==> src/rtl/combo_lock_n_if.sv <==
// rtl/combo_lock_n_if.sv - button/switch inputs and led/ssd outputs of the combination lock
interface combo_lock_n_if #(
  parameter int N_DIGITS = 4
);
  logic                  clr;
  logic                  ent;
  logic                  change;
  logic [3:0]            sw;
  logic [5:0]            led;
  logic [5*N_DIGITS-1:0] ssd;

  modport master (output clr, ent, change, sw, input led, ssd);
  modport slave  (input clr, ent, change, sw, output led, ssd);
endinterface

==> src/rtl/combo_lock_n.sv <==
// rtl/combo_lock_n.sv - parametrised combination lock with fail counter, lockout and blinking display
module combo_lock_n #(
  parameter int                    N_DIGITS    = 4,
  parameter logic [4*N_DIGITS-1:0] DEFAULT_PW  = '0,
  parameter int                    BLINK_HALF  = 50_000_000,
  parameter int                    MAX_FAILS   = 3,
  parameter int                    LOCKOUT_CYC = 500_000_000
) (
  input  logic          clk,
  input  logic          rst,
  combo_lock_n_if.slave bus
);

  localparam int PW_W  = 4 * N_DIGITS;
  localparam int IDX_W = (N_DIGITS > 1) ? $clog2(N_DIGITS) : 1;
  localparam int BW    = (BLINK_HALF > 1) ? $clog2(BLINK_HALF) : 1;
  localparam int LW    = (LOCKOUT_CYC > 1) ? $clog2(LOCKOUT_CYC) : 1;

  localparam logic [4:0] CH_ZERO  = 5'h00;
  localparam logic [4:0] CH_DASH  = 5'h10;
  localparam logic [4:0] CH_BLANK = 5'h11;
  localparam logic [4:0] CH_L     = 5'h12;
  localparam logic [4:0] CH_P     = 5'h13;

  typedef enum logic [2:0] {
    S_LOCKED, S_ENTER, S_CHECK, S_UNLOCKED, S_NEWPW, S_LOCKOUT
  } state_t;

  state_t                state;
  logic [PW_W-1:0]       password;
  logic [PW_W-1:0]       in_pw;
  logic [PW_W-1:0]       staged;
  logic [IDX_W-1:0]      idx;
  logic [2:0]            fails;
  logic [LW-1:0]         lock_cnt;
  logic [BW-1:0]         blink_cnt;
  logic                  blink_hidden;
  logic                  clr_q, ent_q, chg_q;
  logic                  ev_clr, ev_ent, ev_chg;
  logic                  idx_last;
  logic                  fail_limit;
  logic [5*N_DIGITS-1:0] ssd_next;
  logic [5:0]            led_next;
  logic [5*N_DIGITS-1:0] ssd_q;
  logic [5:0]            led_q;

  assign bus.led = led_q;
  assign bus.ssd = ssd_q;

  // Digit 0 sits in the most significant nibble.
  function automatic logic [PW_W-1:0] put_digit(input logic [PW_W-1:0] v,
                                                input logic [IDX_W-1:0] i,
                                                input logic [3:0] d);
    logic [PW_W-1:0] r;
    r = v;
    r[4*(N_DIGITS-1-int'(i)) +: 4] = d;
    return r;
  endfunction

  // Rising-edge events with one-hot priority clr > ent > change.
  always_comb begin
    ev_clr     = bus.clr & ~clr_q;
    ev_ent     = bus.ent & ~ent_q & ~ev_clr;
    ev_chg     = bus.change & ~chg_q & ~ev_clr & ~ev_ent;
    idx_last   = (idx == IDX_W'(N_DIGITS - 1));
    fail_limit = (({1'b0, fails} + 4'd1) == 4'(MAX_FAILS));
  end

  // Button history; reset to 1 so a button held through reset is not an event.
  always_ff @(posedge clk) begin
    if (rst) begin
      clr_q <= 1'b1;
      ent_q <= 1'b1;
      chg_q <= 1'b1;
    end else begin
      clr_q <= bus.clr;
      ent_q <= bus.ent;
      chg_q <= bus.change;
    end
  end

  // Free-running blink prescaler; phase flips each BLINK_HALF cycles.
  always_ff @(posedge clk) begin
    if (rst) begin
      blink_cnt    <= '0;
      blink_hidden <= 1'b0;
    end else if (blink_cnt == BW'(BLINK_HALF - 1)) begin
      blink_cnt    <= '0;
      blink_hidden <= ~blink_hidden;
    end else begin
      blink_cnt <= blink_cnt + BW'(1);
    end
  end

  // Lock state machine: entry, check, password change and timed lockout.
  always_ff @(posedge clk) begin
    if (rst) begin
      state    <= S_LOCKED;
      password <= DEFAULT_PW;
      in_pw    <= '0;
      staged   <= '0;
      idx      <= '0;
      fails    <= '0;
      lock_cnt <= '0;
    end else begin
      case (state)
        S_LOCKED: begin
          if (ev_ent) begin
            state <= S_ENTER;
            idx   <= '0;
          end
        end
        S_ENTER: begin
          if (ev_clr) begin
            idx <= '0;
          end else if (ev_ent) begin
            in_pw <= put_digit(in_pw, idx, bus.sw);
            if (idx_last) begin
              idx   <= '0;
              state <= S_CHECK;
            end else begin
              idx <= idx + IDX_W'(1);
            end
          end
        end
        S_CHECK: begin
          if (in_pw == password) begin
            state <= S_UNLOCKED;
            fails <= '0;
          end else if (fail_limit) begin
            state    <= S_LOCKOUT;
            fails    <= 3'(MAX_FAILS);
            lock_cnt <= LW'(LOCKOUT_CYC - 1);
          end else begin
            state <= S_LOCKED;
            fails <= fails + 3'd1;
          end
        end
        S_UNLOCKED: begin
          if (ev_ent) begin
            state <= S_LOCKED;
          end else if (ev_chg) begin
            state  <= S_NEWPW;
            idx    <= '0;
            staged <= '0;
          end
        end
        S_NEWPW: begin
          if (ev_clr) begin
            idx    <= '0;
            staged <= '0;
          end else if (ev_ent) begin
            if (idx_last) begin
              password <= put_digit(staged, idx, bus.sw);
              staged   <= '0;
              idx      <= '0;
              state    <= S_LOCKED;
            end else begin
              staged <= put_digit(staged, idx, bus.sw);
              idx    <= idx + IDX_W'(1);
            end
          end
        end
        S_LOCKOUT: begin
          if (lock_cnt == '0) begin
            state <= S_LOCKED;
            fails <= '0;
          end else begin
            lock_cnt <= lock_cnt - LW'(1);
          end
        end
        default: state <= S_LOCKED;
      endcase
    end
  end

  // Next display characters and leds from the current state, sw and blink phase.
  always_comb begin
    ssd_next = {N_DIGITS{CH_BLANK}};
    led_next = {fails, 3'b000};
    case (state)
      S_LOCKED: begin
        ssd_next[5*N_DIGITS-1 -: 5] = CH_L;
        led_next[0] = 1'b1;
      end
      S_ENTER, S_NEWPW: begin
        for (int i = 0; i < N_DIGITS; i++) begin
          if (i < int'(idx)) begin
            ssd_next[5*(N_DIGITS-1-i) +: 5] = CH_DASH;
          end else if (i == int'(idx)) begin
            ssd_next[5*(N_DIGITS-1-i) +: 5] = blink_hidden ? CH_BLANK : {1'b0, bus.sw};
          end
        end
        if (state == S_ENTER) led_next[0] = 1'b1;
        else                  led_next[1] = 1'b1;
      end
      S_CHECK: begin
        ssd_next    = {N_DIGITS{CH_DASH}};
        led_next[0] = 1'b1;
      end
      S_UNLOCKED: begin
        ssd_next[5*N_DIGITS-1 -: 5] = CH_ZERO;
        ssd_next[5*N_DIGITS-6 -: 5] = CH_P;
        led_next[1] = 1'b1;
      end
      S_LOCKOUT: begin
        ssd_next    = blink_hidden ? {N_DIGITS{CH_BLANK}} : {N_DIGITS{CH_DASH}};
        led_next[2] = 1'b1;
      end
      default: led_next[0] = 1'b1;
    endcase
  end

  // Registered display outputs.
  always_ff @(posedge clk) begin
    if (rst) begin
      led_q <= 6'b000001;
      ssd_q <= {CH_L, {(N_DIGITS-1){CH_BLANK}}};
    end else begin
      led_q <= led_next;
      ssd_q <= ssd_next;
    end
  end

endmodule

==> src/flat_wrapper.sv <==
// flat-port wrapper written by rule: the top's interface ports become plain ports
module combo_lock_n_flat 
#(
  parameter int                    N_DIGITS    = 4,
  parameter logic [4*N_DIGITS-1:0] DEFAULT_PW  = '0,
  parameter int                    BLINK_HALF  = 50_000_000,
  parameter int                    MAX_FAILS   = 3,
  parameter int                    LOCKOUT_CYC = 500_000_000
)
  (clk, rst, bus_clr, bus_ent, bus_change, bus_sw, bus_led, bus_ssd);
  combo_lock_n_if #(.N_DIGITS(N_DIGITS)) bus_i ();
  input  logic clk;
  input  logic rst;
  input wire logic [$bits(bus_i.clr)-1:0] bus_clr;
  input wire logic [$bits(bus_i.ent)-1:0] bus_ent;
  input wire logic [$bits(bus_i.change)-1:0] bus_change;
  input wire logic [$bits(bus_i.sw)-1:0] bus_sw;
  output wire logic [$bits(bus_i.led)-1:0] bus_led;
  output wire logic [$bits(bus_i.ssd)-1:0] bus_ssd;
  assign bus_i.clr = bus_clr;
  assign bus_i.ent = bus_ent;
  assign bus_i.change = bus_change;
  assign bus_i.sw = bus_sw;
  assign bus_led = bus_i.led;
  assign bus_ssd = bus_i.ssd;
  combo_lock_n #(.N_DIGITS(N_DIGITS), .DEFAULT_PW(DEFAULT_PW), .BLINK_HALF(BLINK_HALF), .MAX_FAILS(MAX_FAILS), .LOCKOUT_CYC(LOCKOUT_CYC)) u_core (.clk(clk), .rst(rst), .bus(bus_i));
endmodule
==> config.mk <==
export PLATFORM = sky130hd
export DESIGN_NAME = combo_lock_n_flat
export DESIGN_NICKNAME = d
export VERILOG_FILES = /design/src/rtl/combo_lock_n_if.sv /design/src/rtl/combo_lock_n.sv /design/src/flat_wrapper.sv
export SDC_FILE = /design/constraint.sdc
export NUM_CORES = 1
export LEC_CHECK = 0
export ABC_AREA = 1
export CELL_PAD_IN_SITES_DETAIL_PLACEMENT = 1
export CELL_PAD_IN_SITES_GLOBAL_PLACEMENT = 2
export CORE_MARGIN = 2
export CORE_UTILIZATION = 38
export CTS_BUF_LIST = sky130_fd_sc_hd__clkbuf_8
export DETAILED_ROUTE_END_ITERATION = 10
export PLACE_DENSITY_LB_ADDON = 0.1
export REMOVE_ABC_BUFFERS = 1
export SLEW_MARGIN = 20
export SYNTH_ARGS = -nofsm -noshare
export SYNTH_HDL_FRONTEND = slang
export SYNTH_SLANG_ARGS = --single-unit
==> constraint.sdc <==
create_clock -name clk -period 3.8 [get_ports clk]
set_clock_uncertainty 0.15 [all_clocks]
set_input_delay 0.57 -clock clk [delete_from_list [all_inputs] [get_ports clk]]
set_output_delay 0.57 -clock clk [all_outputs]
set_load 0.02 [all_outputs]
# Word level (Yosys, flattened, before mapping)
# Index checks and enable logic that the tools add are counted.
[op_classes] addsub=7 mux=52 bitwise_logic=12 n_shift=2 magnitude_cmp=3 eq_ne=28 reduce_logical=16
[op_table] cell="16-bit two-way mux" count=6
[op_table] cell="29-bit two-way mux" count=3
[op_table] cell="29-bit case mux with 2 select lines" count=1
[op_table] cell="3-bit two-way mux" count=14
[op_table] cell="5-bit two-way mux" count=8
[op_table] cell="32-bit negator with 33-bit output" count=1
[op_table] cell="4-bit by 33-bit variable shift with 16-bit output, first input constant" count=1
[op_table] cell="4-bit by 33-bit variable part select with 16-bit output" count=1
[op_table] cell="16-bit bitwise mux" count=2
[op_table] cell="16-bit case mux with 2 select lines" count=1
[op_table] cell="10-bit case mux with 3 select lines" count=1
[op_table] cell="29-bit logical NOT" count=1
[op_table] cell="29-bit by 1-bit subtractor with 29-bit output, second input constant" count=1
[op_table] cell="26-bit by 1-bit adder with 26-bit output, second input constant" count=1
[op_table] cell="26-bit == test, second input constant" count=1
[op_table] cell="5-bit case mux with 5 select lines" count=1
[op_table] cell="5-bit case mux with 4 select lines" count=1
[op_table] cell="3-bit case mux with 6 select lines" count=1
[op_table] cell="16-bit == test" count=1
[op_table] cell="2-bit by 1-bit != test with 1-bit output, second input constant" count=8
[op_table] cell="2-bit two-way mux" count=6
[op_table] cell="4-bit AND reduction" count=3
[op_table] cell="2-bit != test, second input constant" count=5
[op_table] cell="3-bit by 1-bit != test with 1-bit output, second input constant" count=3
[op_table] cell="28 further kinds" count=48
[word_totals] out_inout_bits=26 regBits=141 inputBits=9 elab_cells=134

# Depth between registers and ports, before layout
[depth] depth_word=9 mapped_depth=13 ltp_nobuf=12

# Worst setup path before layout
# No wires, ideal clock.
[synth_path] path_kind="reg2reg" from="reg u_core.idx[0]" to="reg u_core.staged[11]" synth_period_minus_slack_ns=1.970 setup_ns=0.059 setup_slack_ns=1.830 t_required_ns=3.591 stages_incl_launch_ff=11 t_arrival_ns=1.761 cell_sequence="dfxtp_1 > inv_1 > ha_1 > clkbuf_1 > nand2_1 > inv_1 > nand3_1 > nand2_1 > o21ai_0 > o21ai_0 > o211a_1"
[synth_via] elab_chain_len=8
[synth_rtl] item="from (decl)" line_no="combo_lock_n.sv:33" text="logic [IDX_W-1:0] idx;"
[synth_rtl] item="from (signal assigned)" line_no="combo_lock_n.sv:122" text="idx <= idx + IDX_W'(1);"
[synth_rtl] item="from (signal assigned)" line_no="combo_lock_n.sv:160" text="idx <= idx + IDX_W'(1);"
[synth_rtl] item="2-bit by 2-bit subtractor with 3-bit output" line_no="combo_lock_n.sv:56" text="r[4*(N_DIGITS-1-int'(i)) +: 4] = d;"
[synth_rtl] item="32-bit negator with 33-bit output" line_no="combo_lock_n.sv:56"
[synth_rtl] item="4-bit by 33-bit variable part select with 16-bit output or 4-bit by 33-bit variable shift with 16-bit output (tied branches)" line_no="combo_lock_n.sv:56"
[synth_rtl] item="16-bit bitwise mux" line_no="combo_lock_n.sv:56"
[synth_rtl] item="16-bit two-way mux (*)" line_no="combo_lock_n.sv:153" text="if (idx_last) begin"
[synth_rtl] item="16-bit two-way mux (*)" line_no="combo_lock_n.sv:152" text="end else if (ev_ent) begin"
[synth_rtl] item="16-bit two-way mux (*)" line_no="combo_lock_n.sv:149" text="if (ev_clr) begin"
[synth_rtl] item="16-bit case mux with 2 select lines (*)" line_no="combo_lock_n.sv:106" text="case (state)"
[synth_rtl] item="to (signal assigned)" line_no="combo_lock_n.sv:159" text="staged <= put_digit(staged, idx, bus.sw);"
[synth_rtl] item="to (decl)" line_no="combo_lock_n.sv:32" text="logic [PW_W-1:0] staged;"
# Mark *: on every way between the ends. The rest lies on a longest branch, timed or not. The select of a mux whose other input is x is not followed.
# A chain may end at the register's enable or synchronous reset.

# Worst setup path after layout
[layout_path] from="reg u_core.state[1]" to="reg u_core.lock_cnt[1]"
[layout_via] elab_chain_len=3
[layout_rtl] item="from (decl)" line_no="combo_lock_n.sv:29" text="state_t state;"
[layout_rtl] item="from (signal assigned)" line_no="combo_lock_n.sv:98" text="state <= S_LOCKED;"
[layout_rtl] item="from (signal assigned)" line_no="combo_lock_n.sv:109" text="state <= S_ENTER;"
[layout_rtl] item="from (signal assigned)" line_no="combo_lock_n.sv:120" text="state <= S_CHECK;"
[layout_rtl] item="3-bit == test or 3-bit by 2-bit == test with 1-bit output (tied branches)" line_no="combo_lock_n.sv:106"
[layout_rtl] item="2-bit != test (no line), or another cell as far along"
[layout_rtl] item="4-bit AND reduction (no line)"
[layout_rtl] item="to (signal assigned)" line_no="combo_lock_n.sv:133" text="lock_cnt <= LW'(LOCKOUT_CYC - 1);"
[layout_rtl] item="to (signal assigned)" line_no="combo_lock_n.sv:169" text="lock_cnt <= lock_cnt - LW'(1);"
[layout_rtl] item="to (decl)" line_no="combo_lock_n.sv:35" text="logic [LW-1:0] lock_cnt;"
# Several ways; a longest one is shown, not always the timed one.

==> results.tsv <==
metric	value	unit
Worst-Margin Slew	830.1	ps
CTS tree	done	
post_cts resized	0	
Congestion Overflow GR	0	
WL final	21690	um
crit path capture	u_core.lock_cnt[1]	
Final Hold Violating Endpoints	0	
ys flop type	dfxtp_1	
DRC	0	
worst-path maximum fanout	29	
Setup crit start kind	register	
drt pass-1 iters	4	
Crit Path Class	reg2reg	
Total GRT Usage	0.2262	
minimum clock period	2809	ps
vias in the first global route	7067	
r2r setup slk	990	ps
Die Ht	142.5	um
GRT met3 Usage	0.04240	
initial core utilization	0.3881	
Post-synth EDFFs	0	
Slew HR	0.4460	
Worst-Skew Late Latency	460	ps
worst min path class	reg2reg	
Die W	142.5	um
Power Total	5.531	mW
Area Overhead vs Synth	12.37	%
1st-iter DRT viols	286	
post-route ant nets	0	
Core Rows	50	
post-CTS setup buffers	0	
CTS root buf	clkbuf_8	
Port Buffers	34	
initial antenna violation count	0	
Hold Path Depth	2	
Async SR Flop Fraction	0	
Max Root-Sink Buffers	2	
Bufs and invs on worst path	4	
die area	20290	um2
Mapped Area	7284	um2
Worst path top cell family by delay	simple AND/OR/NAND/NOR gates	
Critical Path Max Stage Delay	510	ps
first-pass GRT wire length	36390	um
final cell count without fillers	1356	
placed cells	1324	
reg2reg end	u_core.lock_cnt[1]	
diode count	0	
Final period util	0.7392	
slowest stage cell on the critical path	nand2_2	
Post-Place Setup Slack	730.8	ps
CTS buffer count	17	
largest net degree at the start of global routing	44	
commonest non-fill, non-tap cell in the layout	nand2_1	
gr busiest metal	met2	
Setup crit end kind	register	
CTS Hold Buffers Added	0	
Arr. time, crit path	3040	ps
DP HPWL	15790	um
Syn Inst Count	1082	
CTS clk-pin slew, worst paths	80	ps
CTS H-Tree Depth	4	
Warnings, synthesis	0	
met2 Use GR	0.3707	
ratio of cells with drive above 1 in the final layout	0.09447	
total number of vias	6962	
leakage	3.324	nW
GR Util met1	0.3067	
FF-to-FF path depth	10	
WHS	313.5	ps
outcome	finished, final reports clean	
# Max-Cap Violations	0	
worst r2r src	u_core.state[1]	
GPL Wtd Cong	0.8019	
CTS Sinks	141	
FMAX	356.0	MHz
mean post-synth cell area	6.732	um2
total negative slack	0	ps
total stage count of the critical path	10	
# IOs	35	
wire per inst	15.99	um
final worst slack	991.2	ps
# nets final	1128	
routed vias/inst	5.134	
pwr/cell area	675.7	nW/um2
count of final setup violators	0	
FF+latch count, synth	141	
RSZ-0062 raised after global routing	false	
worst path required time	4030	ps
register area share after synthesis	0.3875	
VDD IR max	0.2690	mV
most frequent cells in the layout	nand2_1, dfxtp_1, nor2_1, inv_1, nand3_1	
Cell Chain, Critical Path	inv_2 > nand3_1 > buf_4 > inv_2 > a21oi_4 > buf_4 > nand2_2 > nand2_1 > nand2_1 > nor2_1	
Critical Path Start	u_core.state[1]	
core area	18770	um2
Yosys cell types	40	
Slew Viols, Final	0	
power breakdown:
part	switching [mW]	internal [mW]	total (mW)
Sequential	0.163	1.64	1.81
Clock	0.654	0.546	1.20
Combinational	1.68	0.849	2.53
synthesized netlist by cell type (4+ instances only):
library cell	n	share of area
clkbuf_1	20	0.010
buf_2	6	0.0041
a211oi_1	11	0.011
xor2_1	7	0.0084
inv_2	9	0.0046
or2_2	17	0.015
nor2_1	129	0.066
nand3_1	113	0.078
dfxtp_1	141	0.39
a21oi_1	66	0.045
a21oi_2	10	0.012
nand4_1	16	0.014
buf_4	4	0.0041
o21ai_0	54	0.037
nor4_1	8	0.0069
ha_1	10	0.017
nor3_1	24	0.016
inv_1	126	0.065
nand2_1	242	0.12
nor2_2	8	0.0069
a31oi_1	5	0.0043
o211a_1	9	0.012
nor3b_1	5	0.0052
nand2_2	17	0.015
state kept, by name, summed over array words and instances (netlist names):
register and flops:
u_core.lock_cnt 29, u_core.blink_cnt 26, u_core.bus.ssd 20, u_core.in_pw 16, u_core.password 16, u_core.staged 16, u_core.bus.led 6, u_core.fails 3
u_core.state 3, u_core.idx 2, u_core.blink_hidden 1, u_core.chg_q 1, u_core.clr_q 1, u_core.ent_q 1
how the worst min path moves through the flow:
stage,from,endpoint,slack (ps)
after detailed placement,u_core.staged[2],u_core.staged[2],300
after global routing,u_core.staged[1],u_core.staged[1],340
after floorplan,u_core.blink_cnt[0],u_core.blink_cnt[0],280
after CTS,u_core.staged[2],u_core.staged[2],320
final,u_core.staged[2],u_core.staged[2],310
after global placement,u_core.blink_cnt[0],u_core.blink_cnt[0],300
tightest hold or removal path: cells and delay by family (launching register included):
family / cells / cell delay [ps]
AND/OR/NAND/NOR: 1 / 70
buffers and inverters: 1 / 40
flip-flops: 1 / 320
through the flow:
step	cell area (um2)	utilization
finish	8185	0.4361
detailed placement	7804	0.4158
floorplan	7123	-
CTS	8185	0.4361
global placement	7804	0.4158
global route	8185	0.4361
layout make-up:
class                      count  area [um2]
tap                          234       292.8
inverter                     137       514.2
timing repair buffer          41       387.9
multi-input combinational    771        3786
clock buffer                  18       247.7
sequential                   141        2823
clock inverter                14       133.9
fill                        2467       10580
kinds of logic (layout without fill, tap and decap cells):
| kind of cell | after synthesis | after routing | synth area share |
|---|---|---|---|
| AOI/OAI and AO/OA | 164 | 164 | 0.1324 |
| xor gates and xnor gates | 9 | 9 | 0.01082 |
| adders and majority gates | 10 | 10 | 0.01718 |
| buffers and inverters | 170 | 210 | 0.09275 |
| DFF | 141 | 141 | 0.3875 |
| and+or+nand+nor | 588 | 588 | 0.3593 |
layer usage:
layer | part of all wire | routed length [um] | up-vias
met1 | 0.50 | 10930 | 3293
met2 | 0.45 | 9781 | 77
met3 | 0.032 | 698 | 22
met5 | 0 | 0 | -
li1 | - | - | 3570
met4 | 0.013 | 280 | 0
Power figures use the tool's default switching activity.
